## src/rtl/instr_loader_if.sv

```systemverilog
// Byte-stream intake and instruction-memory store port of the program loader.
// master = loader side, slave = host/memory side.
interface instr_loader_if #(
  parameter int ADDR_W = 6
);
  logic [7:0]        rx_data;
  logic              rx_valid;
  logic              rx_ready;
  logic              store_en;
  logic [ADDR_W-1:0] store_address;
  logic [31:0]       store_data;

  modport master (
    input  rx_data, rx_valid,
    output rx_ready, store_en, store_address, store_data
  );

  modport slave (
    output rx_data, rx_valid,
    input  rx_ready, store_en, store_address, store_data
  );
endinterface

```

## src/rtl/instr_loader.sv

```systemverilog
// Program loader: header byte N, then 4*N little-endian payload bytes written to imem words 0..N-1.
// Optional macro LOADER_CHECKSUM_EN adds a trailing XOR checksum byte checked in state S_CHK.
module instr_loader #(
  parameter int DEPTH  = 64,
  parameter int ADDR_W = 6
) (
  input  logic              clk,
  input  logic              reset,
  input  logic              load_start,
  instr_loader_if.master    bus,
  output logic              core_reset_n,
  output logic              load_done,
  output logic              load_error,
  output logic [ADDR_W:0]   words_loaded
);

  typedef enum logic [2:0] {
    S_IDLE,
    S_HDR,
    S_DATA,
    S_WRITE,
    S_DONE,
    S_ERROR
`ifdef LOADER_CHECKSUM_EN
    , S_CHK
`endif
  } state_e;

`ifdef LOADER_CHECKSUM_EN
  localparam state_e FinState = S_CHK;
`else
  localparam state_e FinState = S_DONE;
`endif

  state_e            state_q, state_d;
  logic [7:0]        nWords_q, nWords_d;
  logic [1:0]        byteIdx_q, byteIdx_d;
  logic [23:0]       word_q, word_d;
  logic              storeEn_q, storeEn_d;
  logic [ADDR_W-1:0] storeAddr_q, storeAddr_d;
  logic [31:0]       storeData_q, storeData_d;
  logic              coreResetN_q, coreResetN_d;
  logic              loadDone_q, loadDone_d;
  logic              loadError_q, loadError_d;
  logic [ADDR_W:0]   wordsLoaded_q, wordsLoaded_d;
`ifdef LOADER_CHECKSUM_EN
  logic [7:0]        xor_q, xor_d;
`endif
  logic              rxReady;
  logic              xfer;

  always_comb begin
    rxReady = (state_q == S_HDR) || (state_q == S_DATA)
`ifdef LOADER_CHECKSUM_EN
              || (state_q == S_CHK)
`endif
              ;
  end

  assign xfer              = rxReady & bus.rx_valid;
  assign bus.rx_ready      = rxReady;
  assign bus.store_en      = storeEn_q;
  assign bus.store_address = storeAddr_q;
  assign bus.store_data    = storeData_q;
  assign core_reset_n      = coreResetN_q;
  assign load_done         = loadDone_q;
  assign load_error        = loadError_q;
  assign words_loaded      = wordsLoaded_q;

  always_comb begin
    state_d       = state_q;
    nWords_d      = nWords_q;
    byteIdx_d     = byteIdx_q;
    word_d        = word_q;
    storeEn_d     = 1'b0;
    storeAddr_d   = storeAddr_q;
    storeData_d   = storeData_q;
    coreResetN_d  = 1'b0;
    loadDone_d    = 1'b0;
    loadError_d   = 1'b0;
    wordsLoaded_d = wordsLoaded_q;
`ifdef LOADER_CHECKSUM_EN
    xor_d         = xor_q;
`endif

    case (state_q)
      S_IDLE: ;
      S_HDR: begin
        if (xfer) begin
          nWords_d = bus.rx_data;
`ifdef LOADER_CHECKSUM_EN
          xor_d = bus.rx_data;
`endif
          if (32'(bus.rx_data) > DEPTH) state_d = S_ERROR;
          else if (bus.rx_data == 8'd0) state_d = FinState;
          else                          state_d = S_DATA;
        end
      end
      S_DATA: begin
        if (xfer) begin
`ifdef LOADER_CHECKSUM_EN
          xor_d = xor_q ^ bus.rx_data;
`endif
          byteIdx_d = byteIdx_q + 2'd1;
          case (byteIdx_q)
            2'd0: word_d[7:0]   = bus.rx_data;
            2'd1: word_d[15:8]  = bus.rx_data;
            2'd2: word_d[23:16] = bus.rx_data;
            default: begin
              // Top byte goes straight into the store register so the word is ready in WRITE.
              storeData_d = {bus.rx_data, word_q};
              storeAddr_d = wordsLoaded_q[ADDR_W-1:0];
              storeEn_d   = 1'b1;
              state_d     = S_WRITE;
            end
          endcase
        end
      end
      S_WRITE: begin
        wordsLoaded_d = wordsLoaded_q + 1'b1;
        if ((8'(wordsLoaded_q) + 8'd1) == nWords_q) state_d = FinState;
        else                                        state_d = S_DATA;
      end
`ifdef LOADER_CHECKSUM_EN
      S_CHK: begin
        if (xfer) state_d = (bus.rx_data == xor_q) ? S_DONE : S_ERROR;
      end
`endif
      S_DONE: begin
        loadDone_d   = 1'b1;
        coreResetN_d = 1'b1;
      end
      S_ERROR: loadError_d = 1'b1;
      default: state_d = S_IDLE;
    endcase

    // A new session may only begin from a resting state; status flags drop on the same edge.
    if (load_start && (state_q == S_IDLE || state_q == S_DONE || state_q == S_ERROR)) begin
      state_d       = S_HDR;
      wordsLoaded_d = '0;
      storeAddr_d   = '0;
      byteIdx_d     = 2'd0;
      loadDone_d    = 1'b0;
      coreResetN_d  = 1'b0;
      loadError_d   = 1'b0;
`ifdef LOADER_CHECKSUM_EN
      xor_d         = 8'd0;
`endif
    end
  end

  always_ff @(posedge clk or posedge reset) begin
    if (reset) begin
      state_q       <= S_IDLE;
      nWords_q      <= 8'd0;
      byteIdx_q     <= 2'd0;
      word_q        <= 24'd0;
      storeEn_q     <= 1'b0;
      storeAddr_q   <= '0;
      storeData_q   <= 32'd0;
      coreResetN_q  <= 1'b0;
      loadDone_q    <= 1'b0;
      loadError_q   <= 1'b0;
      wordsLoaded_q <= '0;
`ifdef LOADER_CHECKSUM_EN
      xor_q         <= 8'd0;
`endif
    end else begin
      state_q       <= state_d;
      nWords_q      <= nWords_d;
      byteIdx_q     <= byteIdx_d;
      word_q        <= word_d;
      storeEn_q     <= storeEn_d;
      storeAddr_q   <= storeAddr_d;
      storeData_q   <= storeData_d;
      coreResetN_q  <= coreResetN_d;
      loadDone_q    <= loadDone_d;
      loadError_q   <= loadError_d;
      wordsLoaded_q <= wordsLoaded_d;
`ifdef LOADER_CHECKSUM_EN
      xor_q         <= xor_d;
`endif
    end
  end

endmodule

```

## src/flat_wrapper.sv

```systemverilog
// flat-port wrapper written by rule: the top's interface ports become plain ports
module instr_loader_flat 
#(
  parameter int DEPTH  = 64,
  parameter int ADDR_W = 6
)
  (clk, reset, load_start, core_reset_n, load_done, load_error, words_loaded, bus_rx_data, bus_rx_valid, bus_rx_ready, bus_store_en, bus_store_address, bus_store_data);
  instr_loader_if #(.ADDR_W(ADDR_W)) bus_i ();
  input  logic clk;
  input  logic reset;
  input  logic load_start;
  output logic core_reset_n;
  output logic load_done;
  output logic load_error;
  output logic [ADDR_W:0] words_loaded;
  input wire logic [$bits(bus_i.rx_data)-1:0] bus_rx_data;
  input wire logic [$bits(bus_i.rx_valid)-1:0] bus_rx_valid;
  output wire logic [$bits(bus_i.rx_ready)-1:0] bus_rx_ready;
  output wire logic [$bits(bus_i.store_en)-1:0] bus_store_en;
  output wire logic [$bits(bus_i.store_address)-1:0] bus_store_address;
  output wire logic [$bits(bus_i.store_data)-1:0] bus_store_data;
  assign bus_i.rx_data = bus_rx_data;
  assign bus_i.rx_valid = bus_rx_valid;
  assign bus_rx_ready = bus_i.rx_ready;
  assign bus_store_en = bus_i.store_en;
  assign bus_store_address = bus_i.store_address;
  assign bus_store_data = bus_i.store_data;
  instr_loader #(.DEPTH(DEPTH), .ADDR_W(ADDR_W)) u_core (.clk(clk), .reset(reset), .load_start(load_start), .bus(bus_i), .core_reset_n(core_reset_n), .load_done(load_done), .load_error(load_error), .words_loaded(words_loaded));
endmodule
```

## config.mk

```make
export PLATFORM = sky130hd
export DESIGN_NAME = instr_loader_flat
export DESIGN_NICKNAME = d
export VERILOG_FILES = /design/src/rtl/instr_loader_if.sv /design/src/rtl/instr_loader.sv /design/src/flat_wrapper.sv
export SDC_FILE = /design/constraint.sdc
export NUM_CORES = 1
export LEC_CHECK = 0
export ABC_AREA = 1
export CORE_MARGIN = 2
export CORE_UTILIZATION = 41
export CTS_CLUSTER_DIAMETER = 30
export DETAILED_ROUTE_END_ITERATION = 7
export SLEW_MARGIN = 20
export SYNTH_ARGS = -nofsm -noshare
export SYNTH_HDL_FRONTEND = slang
export SYNTH_SLANG_ARGS = --single-unit
```

## constraint.sdc

```tcl
create_clock -name clk -period 6.9 [get_ports clk]
set_input_delay 1.035 -clock clk [delete_from_list [all_inputs] [get_ports clk]]
set_output_delay 1.035 -clock clk [all_outputs]
set_load 0.01 [all_outputs]
```

# Yosys cells after proc, flatten, opt, wreduce, memory -nomap -nowiden
# Index checks and enable logic that the tools add are counted.
# totals
register_bits	85
latch_bits	0
ram_bits	0
romBits	0
input_bits	12
out_inout_bits	50
elab_cells	75
n_memories	0
# classes
add_sub_neg	3
n_mul	0
n_div	0
magnitude_cmp	1
eq_ne	13
n_shift	0
mux	24
n_bitwise	2
n_reduce_logical	20
# op_table
operator	n
two-way mux 6 bit	4
two-way mux 3 bit	7
AND reduction 3 bit	5
two-way mux 7 bit	2
case mux 3 bit (4 select lines)	1
adder 7 x 1 -> 8 bit (second input constant)	1
== test 8 bit	1
greater-than comparator 8 x 7 -> 1 bit (second input constant)	1
zero test 8 bit	1
adder 7 x 1 -> 7 bit (second input constant)	1
two-way mux 1 bit	7
== test 3 x 2 -> 1 bit (second input constant)	2
== test 3 bit (second input constant)	2
two-way mux 2 bit	3
inequality test 3 x 2 -> 1 bit (second input constant)	2
nonzero test 2 bit	3
OR reduction 3 bit	2
inequality test 2 x 1 -> 1 bit (second input constant)	2
AND reduction 2 bit	2
AND reduction 4 bit	1
== test 3 x 1 -> 1 bit (second input constant)	1
zero test 3 bit	1
logical OR 1 bit	3
inequality test 3 bit (second input constant)	1
other kinds (7)	7

# Longest topological paths before layout
# Gate-level depths: netlist (run 1).
# logic_depth
depth_word	6
mapped_depth	13
mapped_depth_nobuf	13

# Worst setup path after synthesis (run 1)
# Ideal clock, no wire load.
# synth_timing
kind	register -> output
start	register u_core.state_q[0]
end	output port bus_rx_ready
t_arrival_ns	0.899
required_time_ns	5.865
slack_ns	4.966
path_stages_with_launch	7
n_path_buf	0
path_cell_list	dfrtp_1 > inv_1 > nor2_1 > inv_1 > nor2_1 > inv_1 > nand2_1
# synth_via
elab_chain_cells	2
# synth_rtl
element	line	text
start, declared	instr_loader.sv:35	state_e state_q, state_d;
start signal, assigned	instr_loader.sv:169	state_q <= state_d;
== test 3 x 1 -> 1 bit / == test 3 x 2 -> 1 bit (equally long branches)	instr_loader.sv:53	rxReady = (state_q == S_HDR) || (state_q == S_DATA)
logical OR 1 bit (*)	instr_loader.sv:53	
end, declared	flat_wrapper.sv:18	output wire logic [$bits(bus_i.rx_ready)-1:0] bus_rx_ready;
# Every way passes the cells marked *; elsewhere a longest branch is shown, timed or not.

# Worst setup path in the final report (run 1)
# Same ends and word-level chain as after synthesis.

==> metrics.txt, run 1 <==
static leakage=0.00219 uW; cts hold-fix bufs=0; post-synthesis mux area share=0%; largest net degree at the start of global routing=86; DR pass1 iterations=4; Remaining DRCs=0; cell area after synthesis=0.00366 mm2; net count after synthesis=426; TNS Setup=0 ns; boundary pin count=62; core area=0.00868 mm2; post-synthesis sequential area ratio=58.1%; # clock sinks=85; row cnt=34; YS warnings=0; Worst Setup Start Kind=register; Reg2Reg Depth=9; Worst-path clk slew=about 0.080 ns; Setup WS pre-CTS=about 4.0 ns; post_cts resized=0; final setup violation count=0; Max IR drop VDD=0.121 mV; Root Driver=clkbuf_8; reg2reg end=u_core.bus.store_address[0]$_DFFE_PP0P_; CTS tree=built; CP endpoint kind=primary output; GRT Overall Usage=between 10% and 20%; antenna viol nets, final=0; clock skew=0.00564 ns; Setup CP Type=register to primary output; ranking of synthesized cells by area=dfrtp_1 58%, nand2_1 16%, o21ai_0 5.9%, inv_1 3.4%, o21ai_2 2.9%; Slew @ Worst Pin=about 0.77 ns; die span in x=roughly 98 um; Arr. time, crit path=1.93 ns; total CTS buffers=9; Die ar.=0.00970 mm2; Synth Area in Compound Gates=slightly above 10%; period utilization=43.0%; Nets=486; outcome=finished, final reports clean; port buffer count=61; Congestion Overflow GR=0; Worst slew margin=between 40 and 50%; leading area contributor after synthesis=dfrtp_1; synthesized flop and latch total=85; Final Max Slew Viols=0; most common cell after layout, fill and taps aside=nand2_1; commonest non-fill, non-tap cells in the layout=159 x nand2_1, 85 x dfrtp_1, 61 x clkdlybuf4s50_1, 43 x o21ai_0, 32 x inv_1; Synth Area in Simple Gates=22.6%; Post-DP HPWL=5270 um; layout cells sized above 1=7.42%; Synth-to-Final Area Change=22.2%; 1st-iter DRT viols=200; R2R setup slack=4.90 ns; count of final hold-check violations=0; H-tree Lvls=3; RSZ-0062 raised after global routing=false; post-layout min period=2.96 ns; Post-CTS Setup Repair Bufs=0; final wirelength=between 7000 and 8000 um; GPL Wtd Cong=0.856; Hold WC Path Type=register to register; Max Cap Viol=0; number of diodes=0; reg-to-reg critical path startpoint=u_core.state_q[1]$_DFFE_PP0P_; Synth Area in XOR/XNOR=less than 1%; beginning of the critical path=u_core.state_q[0]$_DFFE_PP0P_; Yosys top cell area share=between 50 and 60%; Cell Pwr Density=between 200 and 300 mW/mm2; via count=2848; initial antenna violation count=0; Die Ht=98.5 um; Synth Area in Adders=1.71%; placed cell area=0.00431 mm2; syn_area_per_cell=8.95 um2; design area=0.00447 mm2; Post-Syn Instances=409; fmax=337 MHz; Initial Utilization=42.2%; final worst slack=3.94 ns; Avg Vias per Cell=just under 5; wire per inst=13.7 um; Distinct cells, synth=26; Req. time, crit path=just under 6 ns; largest family of logic cells by synthesized area=simple AND/OR/NAND/NOR gates; Worst-Skew Late Latency=0.35 ns; CTS max path bufs=2; first-pass GRT wire length=13500 um; Critical Path End=bus_rx_ready; Max FO, Critical Path=3; number of global-route vias before repair=2748
## state kept, by name (all words and copies together) (netlist names)
name / count
u_core.bus.store_data: 32
u_core.word_q: 24
u_core.nWords_q: 8
u_core.words_loaded: 7
u_core.bus.store_address: 6
u_core.state_q: 3
u_core.byteIdx_q: 2
u_core.bus.store_en: 1
u_core.core_reset_n: 1
u_core.load_error: 1
## worst max-delay path, cell delays in order (launching register included)
cell	delay [ns]
dfrtp_1	0.39
inv_1	0.08
nor2_1	0.12
inv_1	0.07
nor2_1	0.17
inv_1	0.10
nand2_1	0.11
clkdlybuf4s50_1	0.55
## cells in the mapped netlist
library cell	instances
nand2_1	159
dfrtp_1	85
o21ai_0	43
inv_1	33
nand3_1	20
nor2_1	14
o21ai_2	12
buf_6	5
ha_1	5
o22ai_1	5
buf_2	4
buf_4	3
inv_2	3
a21oi_1	2
nand4_1	2
nor4_1	2
o21ai_1	2
xor2_1	2
clkbuf_1	1
inv_4	1
nor2_2	1
nor2_4	1
nor2_8	1
nor3_2	1
or2_2	1
xnor2_1	1
## metal layers
metal  wire (um)  vias up  global-route usage, %
li1            -     1410                      -
met1        3840     1377                   24.6
met2        3670       53                   27.1
met3         316        8                   4.11
met4          93        0                   6.85
met5           0        -                      0
## layout make-up
cell class | count | area, um2
Fill cell | 839 | 4210
Sequential cell | 85 | 2130
Multi-Input combinational cell | 274 | 1290
Timing Repair Buffer | 62 | 622
Inverter | 37 | 143
Tap cell | 108 | 135
Clock buffer | 11 | 131
Clock inverter | 3 | 23.8
## metrics by stage
| stage | instances | util, % | hold WS, ns | power [uW] |
|---|---|---|---|---|
| 6_report | 580 | 51.5 | 0.475 | 1260 |
| 5_1_grt | 580 | 51.5 | 0.504 | 1360 |
| 4_1_cts | 580 | 51.5 | 0.482 | 1270 |
| 3_5_place_dp | 566 | 49.7 | 0.462 | 972 |
| 3_3_place_gp | 566 | 49.7 | 0.458 | 960 |
| 2_1_floorplan | 409 | - | 0.449 | 862 |
## where the power goes
part           leakage (uW)  total (uW)  internal [uW]  switching (uW)
registers           0.00115         654            590            64.5
logic              0.000976         308            127             180
clock network     0.0000719         300            128             171
total               0.00219        1260            846             416
## cell families after synthesis
| group | after synthesis |
|---|---|
| DFF | 85 |
| and+or+nand+nor | 202 |
| xor gates and xnor gates | 3 |
| buffers and inverters | 50 |
| adders and majority gates | 5 |
| AOI/OAI and AO/OA | 64 |
## worst min path at each step
stage | depth (start not counted) | endpoint | start | slack, ns
2_1_floorplan | 2 | u_core.bus.store_data[0]$_DFFE_PP0P_ | u_core.word_q[0]$_DFFE_PP0P_ | 0.45
3_3_place_gp | 2 | u_core.bus.store_data[4]$_DFFE_PP0P_ | u_core.bus.store_data[4]$_DFFE_PP0P_ | 0.46
3_5_place_dp | 2 | u_core.bus.store_data[18]$_DFFE_PP0P_ | u_core.bus.store_data[18]$_DFFE_PP0P_ | 0.46
4_1_cts | 2 | u_core.bus.store_data[5]$_DFFE_PP0P_ | u_core.word_q[5]$_DFFE_PP0P_ | 0.48
5_1_grt | 2 | u_core.bus.store_data[13]$_DFFE_PP0P_ | u_core.word_q[13]$_DFFE_PP0P_ | 0.50
6_report | 2 | u_core.bus.store_data[18]$_DFFE_PP0P_ | u_core.bus.store_data[18]$_DFFE_PP0P_ | 0.47
Power figures use the tool's default switching activity.
==> inputs of run 2 (changes only) <==
clock period = 2.85 ns   (was 6.9 ns; I/O delays follow)
==> run 2 against run 1 <==
  * Critical path depth did not move
  * Largest power group unchanged
  * Clock skew rose by 0.0043 ns
  * Total power rose by 150%
  * Sequential share of layout area fell by 0.77 points
  * Hold slack got worse by 0.00059 ns
  * Highest routed layer unchanged
  * Utilization rose by 0.85 points
  * First-iteration DRC count fell by 18%
  * Sequential power rose by 140%
  * Final cell count rose by 1.2%
  * Register-to-register slack got worse by 4.0 ns
==> metrics.txt, run 2 (synthesis results as in run 1) <==
outcome=finished, final reports clean; CTS tree=built; TNS Setup=0 ns (unchanged); Hold Path Origin=u_core.bus.store_data[14]$_DFFE_PP0P_; Worst slew margin=52.9% (+3.9 points); Hold WC Path Type=register to register; Arr. time, crit path=1.91 ns (-0.02 ns); final wirelength=7980 um (+0.66%); WHS Endpoint=u_core.bus.store_data[14]$_DFFE_PP0P_; Max FO, Critical Path=3 (unchanged); via count=2860 (+0.42%); cts hold-fix bufs=0 (unchanged); Post-DP HPWL=5600 um (+6.3%); period utilization=between 80 and 90%; commonest non-fill, non-tap cells in the layout=159 x nand2_1, 85 x dfrtp_1, 61 x clkdlybuf4s50_1, 43 x o21ai_0, 32 x inv_1; Max Cap Viol=0 (unchanged); GRT Overall Usage=17.1% (-0.55 points); # clock sinks=85 (unchanged); Setup CP Type=register to primary output; fmax=about 430 MHz; H-tree Lvls=3 (unchanged); Worst-Skew Late Latency=0.35 ns (about the same); Slew @ Worst Pin=0.706 ns (-0.0599 ns); static leakage=0.00224 uW (+2.3%); Root Driver=clkbuf_8; most common cell after layout, fill and taps aside=nand2_1; row cnt=34 (unchanged); DP Cell Count=571 (+0.88%); Synth-to-Final Area Change=24.2%; placed cell area=0.00435 mm2 (+0.87%); Congestion Overflow GR=0 (unchanged); DR pass1 iterations=4 (unchanged); Post-CTS Setup Repair Bufs=0 (unchanged); Initial Utilization=42.2% (unchanged); Fill cells=841 (+0.24%); clock skew=0.00996 ns (+0.00432 ns); Tot Pwr=3150 uW (+150%); reg2reg end=u_core.state_q[1]$_DFFE_PP0P_; Final Max Slew Viols=0 (unchanged); Nets=491 (+1.0%); number of diodes=0 (unchanged); final setup violation count=0 (unchanged); Die Ht=98.5 um (unchanged); Worst-path clk slew=0.09 ns (about the same); CTS max path bufs=2 (unchanged); Finished Layout Cells=587 (+1.2%); count of final hold-check violations=0 (unchanged); wire per inst=13.6 um (-0.54%); post-layout min period=2.34 ns; RSZ-0062 raised after global routing=false; Max IR drop VDD=0.264 mV (+120%); Reg2Reg Depth=12 (+3); first-pass GRT wire length=13100 um (-3.1%); 1st-iter DRT viols=165 (-18%); initial antenna violation count=0 (unchanged); number of flip-flops under the largest register name=32 (unchanged); post_cts resized=0 (unchanged); CP endpoint kind=primary output; boundary pin count=62 (unchanged); design area=0.00454 mm2 (+1.7%); number of global-route vias before repair=2671 (-2.8%); Req. time, crit path=2.42 ns (-3.44 ns); reg-to-reg critical path startpoint=u_core.words_loaded[0]$_DFFE_PP0P_; Die ar.=0.00970 mm2 (unchanged); Final Util=52.4% (+0.85 points); port buffer count=61 (unchanged); hold path cells=2 (unchanged); Cell Pwr Density=694 mW/mm2 (+150%); R2R setup slack=0.93 ns (-3.97 ns); GPL Wtd Cong=0.844 (-1.3%); Remaining DRCs=0 (unchanged); layout cells sized above 1=9.19% (+1.8 points); largest net degree at the start of global routing=53 (-38%); core area=0.00868 mm2 (unchanged); antenna viol nets, final=0 (unchanged); Worst Setup Start Kind=register; die span in x=98.5 um (unchanged); total CTS buffers=9 (unchanged); Avg Vias per Cell=4.87 (-0.78%)
## run 2: worst max-delay path by stage
stage,to,start,slack (ns)
after floorplan,u_core.bus.store_address[0]$_DFFE_PP0P_,reset,0.23
after global placement,u_core.bus.store_address[5]$_DFFE_PP0P_,bus_rx_valid,0.84
after detailed placement,u_core.state_q[1]$_DFFE_PP0P_,load_start,0.80
after CTS,bus_rx_ready,u_core.state_q[0]$_DFFE_PP0P_,0.51
after global routing,bus_rx_ready,u_core.state_q[0]$_DFFE_PP0P_,0.36
final,bus_rx_ready,u_core.state_q[0]$_DFFE_PP0P_,0.51
## run 2: cell type report
type                            instances  area [um2]  share of cell area [%]
Clock buffer                           12         165                    3.63
Clock inverter                          4        30.0                   0.661
Inverter                               37         143                    3.14
Multi-Input combinational cell        274        1290                    28.4
Sequential cell                        85        2130                    46.8
Tap cell                              108         135                    2.97
Timing Repair Buffer                   67         656                    14.4
## run 2: per-stage QoR
stage               setup slack (ns)  hold WS (ns)
CTS                            0.508         0.479
detailed placement             0.801         0.458
global route                   0.364         0.493
floorplan                      0.229         0.449
finish                         0.511         0.474
global placement               0.845         0.453
## run 2: worst max-delay path, stage by stage, from the launching register on
cell and delay, ns:
dfrtp_1 0.39, inv_1 0.08, nor2_1 0.12, inv_1 0.07
nor2_1 0.17, inv_1 0.10, nand2_1 0.10, clkdlybuf4s50_1 0.54
## run 2: routing by layer
| layer | wire length (um) | GRT usage, % | vias to the layer above |
|---|---|---|---|
| li1 | - | - | 1424 |
| met5 | 0 | 0 | - |
| met3 | 383 | 4.61 | 8 |
| met1 | 3800 | 24.0 | 1364 |
| met4 | 123 | 6.22 | 0 |
| met2 | 3670 | 25.7 | 64 |
## run 2: power by group
part / leakage [uW] / internal (uW) / switching (uW)
sequential: 0.00115 / 1430 / 160
combinational: 0.00100 / 311 / 430
clock: 0.0000990 / 392 / 432
total: 0.00224 / 2130 / 1020
